==> config.mk <==
export PLATFORM = sky130hd
export DESIGN_NAME = ahb_mtx_rr_arb_m2
export DESIGN_NICKNAME = d
export VERILOG_FILES = /design/src/rtl/ahb_mtx_rr_arb_m2.sv
export SDC_FILE = /design/constraint.sdc
export NUM_CORES = 1
export LEC_CHECK = 0
export ABC_CLOCK_PERIOD_IN_PS = 2100
export BUFFER_PORTS_ARGS = -buffer_cell sky130_fd_sc_hd__buf_2
export CELL_PAD_IN_SITES_DETAIL_PLACEMENT = 1
export CELL_PAD_IN_SITES_GLOBAL_PLACEMENT = 1
export CORE_AREA = 5 5 42 44
export DETAILED_ROUTE_END_ITERATION = 10
export DIE_AREA = 0 0 47 49
export GPL_TIMING_DRIVEN = 0
export HOLD_SLACK_MARGIN = 0.03
export PLACE_DENSITY_LB_ADDON = 0.1
export SLEW_MARGIN = 20
export SYNTH_ARGS = -nofsm -noshare
export SYNTH_HDL_FRONTEND = slang
export SYNTH_SLANG_ARGS = --single-unit
==> constraint.sdc <==
create_clock -name HCLK -period 2.1 [get_ports HCLK]
set_clock_uncertainty 0.15 [all_clocks]
set_input_delay 0.42 -clock HCLK [delete_from_list [all_inputs] [get_ports HCLK]]
set_output_delay 0.42 -clock HCLK [all_outputs]
set_load 0.05 [all_outputs]
==> src/rtl/ahb_mtx_rr_arb_m2.sv <==
// Two-port (ports 2 and 3) round-robin arbiter for a shared AHB matrix output stage.
// Optional fixed-burst beat tracking is enabled by defining AHB_MTX_RR_BURST_HOLD_EN.
module ahb_mtx_rr_arb_m2 (
  input  logic       HCLK,
  input  logic       HRESETn,
  input  logic       req_port2,
  input  logic       req_port3,
  input  logic       HREADYM,
  input  logic       HSELM,
  input  logic [1:0] HTRANSM,
  input  logic [2:0] HBURSTM,
  input  logic       HMASTLOCKM,
  output logic [2:0] addr_in_port,
  output logic       no_port
);

  localparam logic [1:0] TRANS_IDLE   = 2'b00;
  localparam logic [1:0] TRANS_BUSY   = 2'b01;
  localparam logic [1:0] TRANS_NONSEQ = 2'b10;
  localparam logic [1:0] TRANS_SEQ    = 2'b11;
  localparam logic [2:0] BURST_SINGLE = 3'b000;
  localparam logic [2:0] BURST_INCR   = 3'b001;
  localparam logic [2:0] PORT2        = 3'b010;
  localparam logic [2:0] PORT3        = 3'b011;

  logic last_grant_r;  // 1'b1 = port 3 was granted last
  logic burst_cont_s;
  logic hold_s;
  logic grant_valid_s;
  logic grant_port3_s;

`ifdef AHB_MTX_RR_BURST_HOLD_EN
  logic [3:0] beat_cnt_r;

  function automatic logic [3:0] burst_beats_m1(input logic [2:0] hburst);
    logic [3:0] beats_m1;
    case (hburst)
      3'b010, 3'b011: beats_m1 = 4'd3;
      3'b100, 3'b101: beats_m1 = 4'd7;
      3'b110, 3'b111: beats_m1 = 4'd15;
      default:        beats_m1 = 4'd0;
    endcase
    return beats_m1;
  endfunction

  // Remaining-beat counter of the fixed burst currently on the routed port
  always_ff @(posedge HCLK or negedge HRESETn) begin
    if (!HRESETn) begin
      beat_cnt_r <= 4'd0;
    end else if (HREADYM && HSELM && !no_port) begin
      case (HTRANSM)
        TRANS_NONSEQ: beat_cnt_r <= burst_beats_m1(HBURSTM);
        TRANS_SEQ:    beat_cnt_r <= (beat_cnt_r != 4'd0) ? (beat_cnt_r - 4'd1) : 4'd0;
        TRANS_IDLE:   beat_cnt_r <= 4'd0;
        default:      beat_cnt_r <= beat_cnt_r;
      endcase
    end
  end
`endif

  // Whether a SEQ beat still belongs to an unfinished burst
  always_comb begin
    burst_cont_s = 1'b0;
    if (HBURSTM == BURST_INCR) begin
      burst_cont_s = 1'b1;
    end else if (HBURSTM == BURST_SINGLE) begin
      burst_cont_s = 1'b0;
    end else begin
`ifdef AHB_MTX_RR_BURST_HOLD_EN
      burst_cont_s = (beat_cnt_r > 4'd1);
`else
      burst_cont_s = 1'b1;
`endif
    end
  end

  // Keep the current owner while it is locked or mid-sequence
  always_comb begin
    hold_s = 1'b0;
    if (!no_port && HSELM) begin
      if (HMASTLOCKM) begin
        hold_s = 1'b1;
      end else begin
        case (HTRANSM)
          TRANS_BUSY:   hold_s = 1'b1;
          TRANS_NONSEQ: hold_s = (HBURSTM != BURST_SINGLE);
          TRANS_SEQ:    hold_s = burst_cont_s;
          default:      hold_s = 1'b0;
        endcase
      end
    end else begin
      hold_s = 1'b0;
    end
  end

  // Round-robin pick: on a tie the port not granted last wins
  always_comb begin
    grant_valid_s = 1'b0;
    grant_port3_s = 1'b0;
    if (req_port2 && req_port3) begin
      grant_valid_s = 1'b1;
      grant_port3_s = !last_grant_r;
    end else if (req_port2) begin
      grant_valid_s = 1'b1;
      grant_port3_s = 1'b0;
    end else if (req_port3) begin
      grant_valid_s = 1'b1;
      grant_port3_s = 1'b1;
    end else begin
      grant_valid_s = 1'b0;
      grant_port3_s = 1'b0;
    end
  end

  // Grant registers; frozen during wait states and while held
  always_ff @(posedge HCLK or negedge HRESETn) begin
    if (!HRESETn) begin
      no_port      <= 1'b1;
      addr_in_port <= PORT2;
      last_grant_r <= 1'b1;
    end else if (HREADYM && !hold_s) begin
      if (grant_valid_s) begin
        no_port      <= 1'b0;
        addr_in_port <= grant_port3_s ? PORT3 : PORT2;
        last_grant_r <= grant_port3_s;
      end else begin
        no_port      <= 1'b1;
      end
    end
  end

endmodule

==> impl_metrics.yaml <==
timing:
  slew_viol_final: 0
  finalSetupTns_ps: 0
  min_period_over_period: 0.7662
  rsz0062_at_grt: "false"
  hold_viol_final: 0
  fin_crit_ps: 1609
  setup_viol: 0
  hold_ws_ps: 306.3
  max_freq_mhz: 621.5
synthesis:
  ys_seq_area_frac: 0.3523
  synthCells: 24
  yosysTopAreaCell: "dfstp_2"
  synth.top_cell.area_share: 0.2386
  synth_nets: 36
  synth_area_leaders: "dfstp_2 (24%), dfrtp_1 (11%), nor4b_4 (11%)"
  yosysWarningCount: 0
  synth-xor-area-share: 0
  synth-compound-area-share: 0.1648
  synth_area_per_cell_um2: 9.175
  synth-simple-area-share: 0.3636
  synth_top_family_by_area: "simple AND/OR/NAND/NOR gates"
  synthMuxAreaShare: 0
  ys_seq_elements: 3
  ys_types: 16
  synth_area_um2: 220.2
  synthAdderAreaFrac: 0
worst_setup_path:
  worst_setup_path_start_kind: "register"
  path_max_fanout: 4
  reg2reg_slack_ps: 580
  cp.required_ps: 1530
  crit_family: "flip-flops"
  slowest_stage: "dfstp_2"
  critPathKind: "reg2out"
  crit_arrival_ps: 1040
  cp_slowest_stage_delay_ps: 540
  crit_path_end_kind: "output port"
  worst-path-buf-inv: 1
  crit_chain: "buf_2"
die:
  core_region_area_um2: 1401
  dieArea_um2: 2303
  rows: 14
  dieHeight_um: 49
  start_util: 0.1571
  die_x_um: 47
  ios: 16
placed_design:
  gp_congestion: 0.6582
  place_hpwl_um: 558.9
  port_buffers: 13
clocking:
  numCtsBuffers: 3
  cts_sinks: 3
  htreeDepth: 1
  root_buffer: "clkbuf_4"
  cts_buffer_depth: 2
  insertion_delay_ps: 230
  clk_pin_slew_ps: 40
  cts_tree: "yes"
global_route:
  grt_max_degree: 5
  grt_pass1_vias: 262
  grt_util_all_layers: 0.07118
  grt_overflow_total: 0
  grt_pass1_wl_mm: 1.104
  antenna_found_initial: 0
final_layout:
  diodes: 0
  area_delta_synth_final_pct: 55.11
  final_common_cell: "buf_2"
  most-common-layout-cells: "buf_2 (13), nand2_1 (3), clkbuf_4 (3)"
  fillCellCount: 190
  final_layout_size_suffix_gt1_frac: 0.5000
  nets: 55
drt:
  routed-via-count: 232
  ant_nets: 0
  firstDrtPassIters: 2
  drc: 0
  vias_per_cell: 4.000
  drt_first_iter_violations: 6
  wl_per_cell_um: 11.40
  wl_um: 661
hold_path:
  hold_class: "in2reg"
pwr:
  p_leak_nw: 0.1729
  powerDensity_nw_per_um2: 781.7
  vdd_drop_max_uv: 268.1
flow_run:
  drv_cap: 0
status:
  status: "complete, no violations"
through the flow:
| stage | instances | util | setup WS, ps | instance area [um^2] | power [mW] |
|---|---|---|---|---|---|
| 2_1_floorplan | 24 | - | 477.5 | 220.2 | 0.1361 |
| 3_3_place_gp | 53 | 0.2179 | 372.9 | 305.3 | 0.1614 |
| 3_5_place_dp | 53 | 0.2179 | 354.5 | 305.3 | 0.1644 |
| 4_1_cts | 58 | 0.2438 | 476.0 | 341.6 | 0.2739 |
| 5_1_grt | 58 | 0.2438 | 460.2 | 341.6 | 0.2877 |
| 6_report | 58 | 0.2438 | 491.1 | 341.6 | 0.2670 |
worst reg2reg max path, cell delays in order, from the launching register on:
cell and delay [ps]:
dfstp_2 540, nand2b_1 130, o311ai_1 140, or3b_1 410, nand4_1 90
report_power, final:
part / leakage (nW) / total, mW / internal [mW] / switching, mW
Clock: 0.0150 / 0.103 / 0.0713 / 0.0317
Sequential: 0.0312 / 0.0835 / 0.0761 / 0.00747
Combinational: 0.127 / 0.0804 / 0.0286 / 0.0519
Total: 0.173 / 0.267 / 0.176 / 0.0910
area by class of cell:
class / count / area (um^2) / share of cell area
multi-input cells: 18 / 123.9 / 0.3626
flip-flops and latches: 3 / 77.57 / 0.2271
repair buffers: 14 / 75.07 / 0.2198
clock buffers: 4 / 26.28 / 0.07692
well taps: 16 / 20.02 / 0.05861
plain buffers: 2 / 15.01 / 0.04396
inverters: 1 / 3.754 / 0.01099
kinds of logic after synthesis:
kind of cell	count (synthesis)
other	2
flip-flops	3
AND/OR/NAND/NOR	11
AO/OA/AOI/OAI	5
buffers and inverters	3
timing repair:
action / 4_1_cts / 5_1_grt
hold buffers: 1 / 0
buffers inserted: 0 / 0
endpoints found under the hold margin: 3 / 0
resized for setup: 0 / 0
synthesized netlist by cell type:
library cell	count
nand2_1	3
buf_4	2
conb_1	2
dfstp_2	2
nor2_1	2
o21ai_0	2
or3b_1	2
dfrtp_1	1
inv_1	1
nand2b_1	1
nand3b_1	1
nand4_1	1
nor4b_4	1
o211a_1	1
o21bai_1	1
o311ai_1	1
flip-flops by register name, indices dropped and copies added, names as in the netlist:
| signal | flops |
|---|---|
| no_port | 1 |
| addr_in_port | 1 |
| last_grant_r | 1 |
routing by layer:
layer  share of wire  global-route usage  routed length (um)  vias up
li1                -                   -                   -      118
met1            0.40             0.06608                 262      102
met2            0.48              0.1041                 320       10
met3           0.098             0.04797                  65        2
met4           0.018             0.05530                  12        0
met5               0                   0                   0        -
worst paths after layout:
path | from | depth (start not counted) | endpoint
max | no_port | 1 | no_port
min | HMASTLOCKM | 3 | no_port
max reg2reg | no_port | 4 | addr_in_port[0]
min reg2reg | last_grant_r | 2 | last_grant_r
max in group asynchronous | HRESETn | 2 | last_grant_r
min in group asynchronous | HRESETn | 2 | addr_in_port[0]
(Power assumes the default switching activity.)
